`src/rtl/pipeline_hazard_pkg.sv`:
```
// Shared pipeline definitions: hazard FSM states, stall-counter width and
// the stage-register control encodings driven by the hazard controller.
package pipeline_hazard_pkg;

  localparam int STALL_CNT_W = 16;

  typedef enum logic {
    ST_RUN      = 1'b0,
    ST_MEM_WAIT = 1'b1
  } hazard_state_t;

  typedef struct packed {
    logic pc_en;
    logic ifid_en;
    logic idex_en;
    logic exmem_en;
    logic memwb_en;
    logic ifid_flush;
    logic idex_flush;
    logic memwb_flush;
  } stage_ctrl_t;

  // Bit order follows the struct: five enables (PC..MEM/WB), then three flushes.
  localparam stage_ctrl_t CTRL_RUN       = 8'b11111_000;
  localparam stage_ctrl_t CTRL_RESET     = 8'b00000_111;
  localparam stage_ctrl_t CTRL_MEM_STALL = 8'b00001_001;
  localparam stage_ctrl_t CTRL_LOAD_USE  = 8'b00111_010;
  localparam stage_ctrl_t CTRL_BRANCH    = 8'b11111_110;

  function automatic logic [STALL_CNT_W-1:0] sat_inc(input logic [STALL_CNT_W-1:0] v);
    return (&v) ? v : v + STALL_CNT_W'(1);
  endfunction

endpackage

```
`src/rtl/load_use_detect.sv`:
```
// Load-use hazard compare: the load in ID/EX writes a register the
// instruction in ID is about to read. x0 never creates a dependency.
module load_use_detect (
  input  logic [4:0] i_id_rs1,
  input  logic [4:0] i_id_rs2,
  input  logic [4:0] i_idex_rd,
  input  logic       i_idex_mem_read,
  output logic       o_load_use
);

  logic w_rd_nonzero;
  logic w_rs_match;

  assign w_rd_nonzero = (i_idex_rd != 5'd0);
  assign w_rs_match   = (i_idex_rd == i_id_rs1) || (i_idex_rd == i_id_rs2);
  assign o_load_use   = i_idex_mem_read && w_rd_nonzero && w_rs_match;

endmodule

```
`src/rtl/pipeline_hazard_ctrl.sv`:
```
// Pipeline hazard controller: freezes the pipe on slow memory, inserts a
// bubble on load-use and squashes the wrong path on a taken branch.
module pipeline_hazard_ctrl
  import pipeline_hazard_pkg::*;
(
  input  logic                   clk,
  input  logic                   rst,
  input  logic [4:0]             id_rs1,
  input  logic [4:0]             id_rs2,
  input  logic [4:0]             idex_rd,
  input  logic                   idex_mem_read,
  input  logic                   exmem_mem_valid,
  input  logic                   mem_ready,
  input  logic                   branch_taken,
  output logic                   pc_en,
  output logic                   ifid_en,
  output logic                   idex_en,
  output logic                   exmem_en,
  output logic                   memwb_en,
  output logic                   ifid_flush,
  output logic                   idex_flush,
  output logic                   memwb_flush,
  output logic                   mem_wait,
  output logic [STALL_CNT_W-1:0] stall_cycles
);

  hazard_state_t          r_state;
  logic [STALL_CNT_W-1:0] r_stall_cycles;
  logic                   w_load_use;
  logic                   w_mem_stall;
  logic                   w_lu_stall;
  stage_ctrl_t            w_ctrl;

  load_use_detect u_load_use_detect (
    .i_id_rs1        (id_rs1),
    .i_id_rs2        (id_rs2),
    .i_idex_rd       (idex_rd),
    .i_idex_mem_read (idex_mem_read),
    .o_load_use      (w_load_use)
  );

  assign w_mem_stall = exmem_mem_valid && !mem_ready;
  // A branch squashes the dependent instruction, so load-use only stalls without one.
  assign w_lu_stall  = w_load_use && !w_mem_stall && !branch_taken;

  // NOTE: every path starts from a default so no latch is inferred.
  always_comb begin
    w_ctrl = CTRL_RUN;
    if (rst)                w_ctrl = CTRL_RESET;
    else if (w_mem_stall)   w_ctrl = CTRL_MEM_STALL;
    else if (branch_taken)  w_ctrl = CTRL_BRANCH;
    else if (w_load_use)    w_ctrl = CTRL_LOAD_USE;
  end

  // NOTE: state uses non-blocking assignments so all flops update together.
  always_ff @(posedge clk) begin
    if (rst) begin
      r_state        <= ST_RUN;
      r_stall_cycles <= '0;
    end else begin
      case (r_state)
        ST_RUN:      if (w_mem_stall) r_state <= ST_MEM_WAIT;
        ST_MEM_WAIT: if (mem_ready)   r_state <= ST_RUN;
        default:                      r_state <= ST_RUN;
      endcase
      if (w_mem_stall || w_lu_stall)
        r_stall_cycles <= sat_inc(r_stall_cycles);
    end
  end

  assign pc_en        = w_ctrl.pc_en;
  assign ifid_en      = w_ctrl.ifid_en;
  assign idex_en      = w_ctrl.idex_en;
  assign exmem_en     = w_ctrl.exmem_en;
  assign memwb_en     = w_ctrl.memwb_en;
  assign ifid_flush   = w_ctrl.ifid_flush;
  assign idex_flush   = w_ctrl.idex_flush;
  assign memwb_flush  = w_ctrl.memwb_flush;
  assign mem_wait     = (r_state == ST_MEM_WAIT);
  assign stall_cycles = r_stall_cycles;

endmodule

```
`config.mk`:
```
export PLATFORM = sky130hd
export DESIGN_NAME = pipeline_hazard_ctrl
export DESIGN_NICKNAME = d
export VERILOG_FILES = /design/src/rtl/pipeline_hazard_pkg.sv /design/src/rtl/load_use_detect.sv /design/src/rtl/pipeline_hazard_ctrl.sv
export SDC_FILE = /design/constraint.sdc
export NUM_CORES = 1
export LEC_CHECK = 0
export ABC_AREA = 1
export BUFFER_PORTS_ARGS = -buffer_cell sky130_fd_sc_hd__buf_2
export CAP_MARGIN = 25
export CORE_MARGIN = 2
export CORE_UTILIZATION = 49
export DETAILED_ROUTE_END_ITERATION = 7
export PLACE_DENSITY = 0.8
export SLEW_MARGIN = 20
export SYNTH_ARGS = -nofsm -noshare
export SYNTH_HDL_FRONTEND = slang
export SYNTH_SLANG_ARGS = --single-unit
```
`constraint.sdc`:
```
create_clock -name clk -period 1.7 [get_ports clk]
set_input_delay 0.34 -clock clk [delete_from_list [all_inputs] [get_ports clk]]
set_output_delay 0.34 -clock clk [all_outputs]
set_load 0.05 [all_outputs]
```
# Yosys cells after proc, flatten, opt, wreduce, memory -nomap -nowiden
# Index checks and enable logic that the tools add are counted.
[totals]
reg_bits = 17
out_inout_bits = 25
[classes]
bitwise_logic = 2
add_sub_neg = 1
eq_ne = 2
muxes = 7
reduce_logical = 13
[ops]
columns = ["op", "n"]
rows = [
  ["8-bit 2-to-1 mux", 4],
  ["16-bit by 1-bit adder with 16-bit output (second input constant)", 1],
  ["16-bit AND reduction", 1],
  ["5-bit == test", 2],
  ["1-bit logical AND", 5],
  ["5-bit nonzero test", 1],
  ["1-bit logical NOT", 3],
  ["1-bit logical OR", 2],
  ["1-bit 2-to-1 mux", 2],
  ["1-bit NOT", 2],
  ["1-bit case mux with 2 select lines", 1],
  ["2-bit AND reduction", 1],
]

# Longest topological paths before layout
# Gate-level depths: netlist of run 1.
[depth]
word_depth = 7
depth_mapped = 12
mapped_depth_nobuf = 11

# Modules after synthesis
# From an unflattened synthesis of run 1, not the netlist that was laid out.
[hier_totals]
cells_unflattened = 215
hier_area_um2 = 1261.2
[modules_own_cells]
columns = ["module", "cells_per_inst", "seq_area_each_um2", "area_each_um2", "n_inst"]
rows = [
  ["pipeline_hazard_ctrl", 170, 340.3, 1066.0, 1],
  ["load_use_detect", 45, 0.0, 195.2, 1],
]

# Least setup slack after synthesis of run 1
# OpenSTA, ideal clock, no wires.
[synth_timing]
kind = "input-to-output"
from = "input rst"
to = "output idex_flush"
path_stages = 4
path_slack_ns = -0.752
required_time_ns = 1.360
path_buffers = 1
arrival_ns = 2.112
cell_sequence = "clkbuf_1 -> inv_1 -> o21ai_0 -> a31o_2"
[synth_via]
elab_chain_cells = 1
[synth_rtl]
columns = ["element", "line", "rtl"]
rows = [
  ["start, declared", "pipeline_hazard_ctrl.sv:7", "input logic rst,"],
  ["8-bit 2-to-1 mux", "pipeline_hazard_ctrl.sv:49", "if (rst) w_ctrl = CTRL_RESET;"],
  ["end, declared", "pipeline_hazard_ctrl.sv:21", "output logic idex_flush,"],
]
# Every way passes these cells.

# Worst setup path in the final report of run 1
[layout_timing]
from = "input idex_rd[3]"
to = "output idex_flush"
[layout_via]
elab_chain_cells = 7
word_cells_on_any_way = 10
cone_classes = "eq/ne (2); mux (4); reduce/logical (4)"
[layout_rtl]
columns = ["element", "line", "rtl"]
rows = [
  ["start, declared", "pipeline_hazard_ctrl.sv:10", "input logic [4:0] idex_rd,"],
  ["5-bit == test / 5-bit nonzero test (equally long branches)", "load_use_detect.sv:15, load_use_detect.sv:14", ""],
  ["1-bit logical OR / 1-bit logical AND (equally long branches)", "load_use_detect.sv:15, load_use_detect.sv:16", ""],
  ["1-bit logical AND *", "load_use_detect.sv:16", "assign o_load_use = i_idex_mem_read && w_rd_nonzero && w_rs_match;"],
  ["8-bit 2-to-1 mux *", "pipeline_hazard_ctrl.sv:52", "else if (w_load_use) w_ctrl = CTRL_LOAD_USE;"],
  ["8-bit 2-to-1 mux *", "pipeline_hazard_ctrl.sv:51", "else if (branch_taken) w_ctrl = CTRL_BRANCH;"],
  ["8-bit 2-to-1 mux *", "pipeline_hazard_ctrl.sv:50", "else if (w_mem_stall) w_ctrl = CTRL_MEM_STALL;"],
  ["8-bit 2-to-1 mux *", "pipeline_hazard_ctrl.sv:49", ""],
]
# Mark *: on every way between the ends. The rest lies on a longest branch, timed or not.

==> impl_metrics.toml, run 1 <==
[global_routing]
grt_pass1_wl_mm = 5.257
antenna_found_initial = 0
grt_max_degree = 16
grt_pass1_vias = 1226
grt-ovfl-total = 0
groute.usage.overall = 0.2094

[setup_path]
path_max_fanout = 3
crit_path_start_kind = "primary input"
path_cells = "buf_2 > inv_4 > nand4_1 > o21ai_1 > inv_1 > buf_4 > a31o_4 > buf_8"
arrival_ps = 1290
required_ps = 1360
endpoint = "idex_flush"
slowest_delay_ps = 220
reg2reg_depth = 9
cp_slowest_cell = "a31o_4"
worst-path-stages = 8
cp_top_family = "buffers and inverters"
crit_buf_inv = 5
startpoint = "idex_rd[3]"
timing.rr.start = "stall_cycles[0]$_SDFFE_PP0P_"
cp-end-kind = "output port"
critical_path_class = "in -> out"
reg2reg_slack_ps = 130
timing.rr.end = "stall_cycles[0]$_SDFFE_PP0P_"

[route]
routed_wl_mm = 3.125
met3_length_um = 87
m1WireLength_mm = 1.418
avgViaCountPerCell = 4.882
antenna_left = 0
top_layer_used = "met4"
route.detailed.drc = 0
num_vias = 1367
first_pass_iters = 4
drt-wirelength-per-cell_um = 11.16
route.met2.wl_mm = 1.549
drt-initial-drc-count = 31

[power]
vdd_drop_max_uv = 404.2
power.total_mw = 0.8737
cellLeakagePower_nw = 0.8409
powerDensity_mw_per_mm2 = 494.2

[yosys]
synth_flop_cell = "dfxtp_1"
yosysTopAreaCell = "dfxtp_1"
syn_inst = 197
synthArstFlopShare = 0
synth_area_leaders = "dfxtp_1 (26%), nand2_1 (15%), nand3_1 (9.3%), xor2_1 (6.8%), inv_1 (6.1%)"
ys_seq_area_frac = 0.2636
synth_area_mm2 = 0.001291
ys_top_cells_by_count = "nand2_1 (50), nand3_1 (24), inv_1 (21), nor2_1 (21), dfxtp_1 (17)"
syn_avg_cell_area_um2 = 6.555
yosys.area.top_type_share = 0.2636
synth_edf_count = 0
ys_ff_latch = 17
yosysMostFrequentCell = "nand2_1"
ys_warn_count = 0
synth_cell_types = 25
syn_nets = 219

[timing]
tightest_slew_ps = 256.4
drv_slew = 0
rsz0062_at_grt = "false"
finalClockSkew_ps = 5.206
slew_headroom = 0.8302
fmax_ghz = 0.6125
finalHoldViolCount = 0
period_share = 0.9604
fin_crit_ps = 1633
tns_ps = 0
setup_violations = 0

[placement]
dpl.hpwl_mm = 2.440
port_buffers = 45
gp_congestion = 0.8709

[finish]
syn_to_final_growth_pct = 36.92
n_antenna_cell = 0
fin_nets = 273
drive_above_1_share = 0.4240

[clocking]
cts.sinks = 17
numCtsBuffers = 3
worstSkewPairLatency_ps = 300
cts.clk_slew.worst_paths_ps = 100
clockRootBuffer = "clkbuf_4"
cts_max_level = 1
cts_tree = "built"
postCtsSetupRepairBufs = 0
cts_max_path_buffers = 2

[floorplan]
fp.coreArea_mm2 = 0.002477
die_h_um = 55.34
rows = 18
die_x_um = 55.34
die_area_mm2 = 0.003062
pin_count = 46
initial_core_util = 0.5212

[min_path]
min_path_cells = 2
hold_class = "in -> reg"

[job]
maxCapViolCount = 0

[run_status]
status = "completed"
## final cells by class
type                            instances  area [µm²]
Tap cell                               30       37.54
Timing Repair Buffer                   56       371.6
Inverter                               30       131.4
Clock buffer                            3       22.52
Fill cell                             234       709.4
Clock inverter                          1       5.005
Sequential cell                        17       357.8
Multi-Input combinational cell        143       842.1
## cells in the final DEF (no fill, tap or decap), types with 2 or more instances in the layout
| master | n |
|---|---|
| nand2_1 | 49 |
| buf_2 | 38 |
| nand3_1 | 24 |
| inv_1 | 18 |
| nor2_1 | 16 |
| buf_4 | 11 |
| xor2_1 | 10 |
| inv_2 | 9 |
| a21oi_2 | 8 |
| a21oi_1 | 8 |
| dfxtp_2 | 8 |
| dfxtp_1 | 7 |
| xnor2_1 | 6 |
| nor2_2 | 4 |
| clkbuf_4 | 3 |
| buf_8 | 3 |
| buf_6 | 3 |
| nand2_4 | 2 |
| nand4_1 | 2 |
| nor3_2 | 2 |
| nor3_1 | 2 |
| dfxtp_4 | 2 |
## sequential cells by signal, summed over array words and instances (netlist names)
name,flops
stall_cycles,16
mem_wait,1
## cell families (layout without fill, tap and decap cells)
logic type / Yosys count / after routing / share of synthesized area
AOI/OAI and AO/OA: 19 / 19 / 0.09981
xor gates and xnor gates: 16 / 16 / 0.1085
adders and majority gates: 1 / 1 / 0.009688
buffers and inverters: 37 / 90 / 0.1260
DFF: 17 / 17 / 0.2636
and+or+nand+nor: 107 / 107 / 0.3925
## worst min path at each step
| stage | endpoint | from | slack [ps] |
|---|---|---|---|
| after global routing | mem_wait$_SDFF_PP0_ | mem_ready | 220 |
| final | mem_wait$_SDFF_PP0_ | mem_ready | 210 |
| after CTS | mem_wait$_SDFF_PP0_ | mem_ready | 190 |
| after global placement | stall_cycles[3]$_SDFFE_PP0P_ | stall_cycles[3]$_SDFFE_PP0P_ | 460 |
| after floorplan | mem_wait$_SDFF_PP0_ | mem_ready | 420 |
| after detailed placement | mem_wait$_SDFF_PP0_ | mem_wait$_SDFF_PP0_ | 460 |
## timing repair
action | 4_1_cts | 5_1_grt
endpoints found under the setup margin | 3 | 5
pin swaps | 0 | 11
gates resized for setup | 2 | 23
hold buffers | 0 | 0
## per-stage QoR
step	std cells	cell area, µm²	worst slack [ps]	utilization	hold WS [ps]
2_1_floorplan	197	1363	-127.7	-	416.8
3_3_place_gp	276	1665	-20.72	0.6722	463.6
3_5_place_dp	276	1665	-42.42	0.6722	464.2
4_1_cts	280	1699	-42.48	0.6859	193.6
5_1_grt	280	1768	0.8645	0.7136	222.4
6_report	280	1768	67.37	0.7136	213.1
## where the power goes
group / internal (mW) / leakage (nW) / total (mW) / switching, mW
clock network: 0.0879 / 0.0177 / 0.222 / 0.134
registers: 0.401 / 0.143 / 0.404 / 0.00291
logic: 0.0906 / 0.680 / 0.248 / 0.158
## per-layer routing
| layer | global-route usage | vias up |
|---|---|---|
| met3 | 0.02576 | 6 |
| met2 | 0.3537 | 26 |
| met1 | 0.2604 | 609 |
| met4 | 0.1045 | 0 |
| li1 | - | 726 |
| met5 | 0 | - |
(Power assumes the default switching activity.)
==> inputs of run 2 (changes only) <==
--- a/config.mk
+++ b/config.mk
@@ -8,11 +8,11 @@
 export ABC_AREA = 1
 export BUFFER_PORTS_ARGS = -buffer_cell sky130_fd_sc_hd__buf_2
 export CAP_MARGIN = 25
-export CORE_MARGIN = 2
 export CORE_UTILIZATION = 49
 export DETAILED_ROUTE_END_ITERATION = 7
 export PLACE_DENSITY = 0.8
 export SLEW_MARGIN = 20
 export SYNTH_ARGS = -nofsm -noshare
 export SYNTH_HDL_FRONTEND = slang
+export SYNTH_HIERARCHICAL = 1
 export SYNTH_SLANG_ARGS = --single-unit
==> run 2 against run 1 <==
The flow now finishes with violations (design-rule violations). Fmax is 3.0% lower. Global-route usage is 1.3 points higher. Count of clock-buffer cells in the layout is 1 higher. Cell count is 4.6% higher. Critical path type unchanged.
==> impl_metrics.toml, run 2 <==
[global_routing]
grt-ovfl-total = 0
groute.usage.overall = 0.2225
grt_pass1_vias = 1118
antenna_found_initial = 0
grt_max_degree = 13
grt_pass1_wl_mm = 4.629

[power]
powerDensity_mw_per_mm2 = 519.3
p_int_mw = 0.5866
seqPwrFrac = 0.470
cellLeakagePower_nw = 0.8764
p_clk_frac = 0.258
vdd_drop_max_uv = 379.8
swShare = 0.3258
combPwrFrac = 0.272
switching_power_mw = 0.2835

[floorplan]
initial_core_util = 0.5138
die_area_mm2 = 0.002781
pin_count = 46
rows = 18
die_x_um = 52.74
die_h_um = 52.74
fp.coreArea_mm2 = 0.002455

[finish]
fin_nets = 286
layout_common_cells = "nand2_1 (52), nor2_1 (35), buf_2 (32), inv_1 (21), nand3_1 (17)"
final_common_cell = "nand2_1"
largest_reg_flops = 16
drive_above_1_share = 0.3460
design_area_mm2 = 0.001675
syn_to_final_growth_pct = 32.84
n_antenna_cell = 0
final_util = 0.6825

[yosys]
ys_ff_latch = 17
ys_top_cells_by_count = "nand2_1 (59), nor2_1 (40), inv_1 (25)"
ys_warn_count = 6
ys_seq_area_frac = 0.2698
synth_top_family_by_area = "simple AND/OR/NAND/NOR gates"
synth_compound_area_frac = 0.08631
synth_edf_count = 0
synth_cell_types = 26
synth_fa_ha_area_frac = 0.009921
synth_flop_cell = "dfxtp_1"
synth_area_mm2 = 0.001261
synth_area_leaders = "dfxtp_1 (27%), nand2_1 (18%), nor2_1 (12%), inv_1 (7.4%), nand3_1 (6.7%)"
synthSimpleGateAreaFrac = 0.4742
muxShareOfSynthArea = 0
yosysMostFrequentCell = "nand2_1"
syn_nets = 237
yosys.area.top_type_share = 0.2698
synthXorXnorAreaFrac = 0.02083
yosysTopAreaCell = "dfxtp_1"
synthArstFlopShare = 0
syn_inst = 215
syn_avg_cell_area_um2 = 5.866

[route]
routed_wl_mm = 3.074
drt-wirelength-per-cell_um = 10.49
drt-initial-drc-count = 22
route.detailed.drc = 1
num_vias = 1440
first_pass_iters = 6
avgViaCountPerCell = 4.915
antenna_left = 0

[timing]
rsz0062_at_grt = "true"
holdWs_ps = 216.2
drv_slew = 0
setup_violations = 0
period_share = 0.9905
finalHoldViolCount = 0
fin_ws_ps = 16.17
tightest_slew_ps = 235.9
fmax_ghz = 0.5939
finalClockSkew_ps = 7.760
slew_headroom = 0.8415
fin_crit_ps = 1684

[setup_path]
arrival_ps = 1340
required_ps = 1360
cp_slowest_cell = "a21oi_2"
startpoint = "id_rs2[0]"
path_max_fanout = 2
crit_path_start_kind = "primary input"
path_cells = "buf_2 > xor2_1 > nor2_1 > nand3_1 > a21oi_2 > nand2_1 > nand2_2 > nor2_4 > buf_8"
critical_path_class = "in -> out"
slowest_delay_ps = 170
crit_buf_inv = 2
timing.rr.start = "stall_cycles[0]$_SDFFE_PP0P_"
cp-end-kind = "output port"
cp_top_family = "simple AND/OR/NAND/NOR gates"

[placement]
dpl.hpwl_mm = 2.276
port_buffers = 45
placed_area_mm2 = 0.001535
place_ws_ps = -130.4
gp_congestion = 0.8752

[job]
maxCapViolCount = 0

[run_status]
status = "complete, but fails checks"
violations = "design-rule violations"

[clocking]
numCtsBuffers = 3
cts_max_path_buffers = 2
cts_tree = "built"
cts.clk_slew.worst_paths_ps = 100
cts.sinks = 17
worstSkewPairLatency_ps = 290
cts_max_level = 1
clockRootBuffer = "clkbuf_4"
holdBufCountCts = 0

[min_path]
hold_class = "in -> reg"
holdCritStartpoint = "mem_ready"
## run 2: power groups by stage
| stage | Clock, mW | Sequential [mW] | Combinational, mW |
|---|---|---|---|
| 2_1_floorplan | 0 | 0.436 | 0.122 |
| 3_3_place_gp | 0 | 0.418 | 0.201 |
| 3_5_place_dp | 0 | 0.418 | 0.205 |
| 4_1_cts | 0.229 | 0.409 | 0.215 |
| 5_1_grt | 0.243 | 0.411 | 0.256 |
| 6_report | 0.224 | 0.409 | 0.237 |
## run 2: metrics by stage
step	std cells	total power, mW	setup TNS, ps
after floorplan	215	0.5585	-180.6
after global placement	290	0.6196	-554.7
after detailed placement	290	0.6234	-1409
after CTS	294	0.8543	0
after global routing	293	0.9103	-174.3
final	293	0.8701	0
## run 2: cells by family (layout without fill, tap and decap cells)
| kind of cell | Yosys count | after routing |
|---|---|---|
| compound gates | 20 | 20 |
| fa+ha+maj | 1 | 1 |
| simple gates | 134 | 134 |
| flops | 17 | 17 |
| buf+inv | 40 | 88 |
| xor+xnor | 3 | 3 |
## run 2: worst register-to-register path: cells and delay by family (launching register included)
kind / cells / cell delay [ps]
adder cells (fa/ha/maj): 1 / 190
AND/OR/NAND/NOR: 7 / 760
flip-flops: 1 / 380
## run 2: area by class of cell
type | count | area, µm²
multi-input combinational | 158 | 785.8
fill | 229 | 779.5
timing repair buffer | 49 | 344.1
inverter | 35 | 138.9
tap | 30 | 37.54
clock buffer | 4 | 26.28
sequential | 17 | 342.8
## run 2: repair_timing
action | in CTS | in global routing
endpoints found under the setup margin | 2 | 18
pin swaps | 5 | 18
setup buffers | 1 | 0
gates resized for setup | 9 | 30
## run 2: worst paths after layout
kind	end	slack, ps	depth (start not counted)
worst max-delay path	pc_en	20	9
worst min-delay path	mem_wait$_SDFF_PP0_	220	2
worst max register to register	stall_cycles[14]$_SDFFE_PP0P_	280	8
worst min register to register	mem_wait$_SDFF_PP0_	490	2
## run 2: layer usage
layer | vias up | part of all wire | track usage
met4 | 0 | 0.0075 | 0.07895
met5 | - | 0 | 0
met1 | 638 | 0.45 | 0.3036
li1 | 762 | - | -
met2 | 38 | 0.49 | 0.3439
met3 | 2 | 0.045 | 0.04058
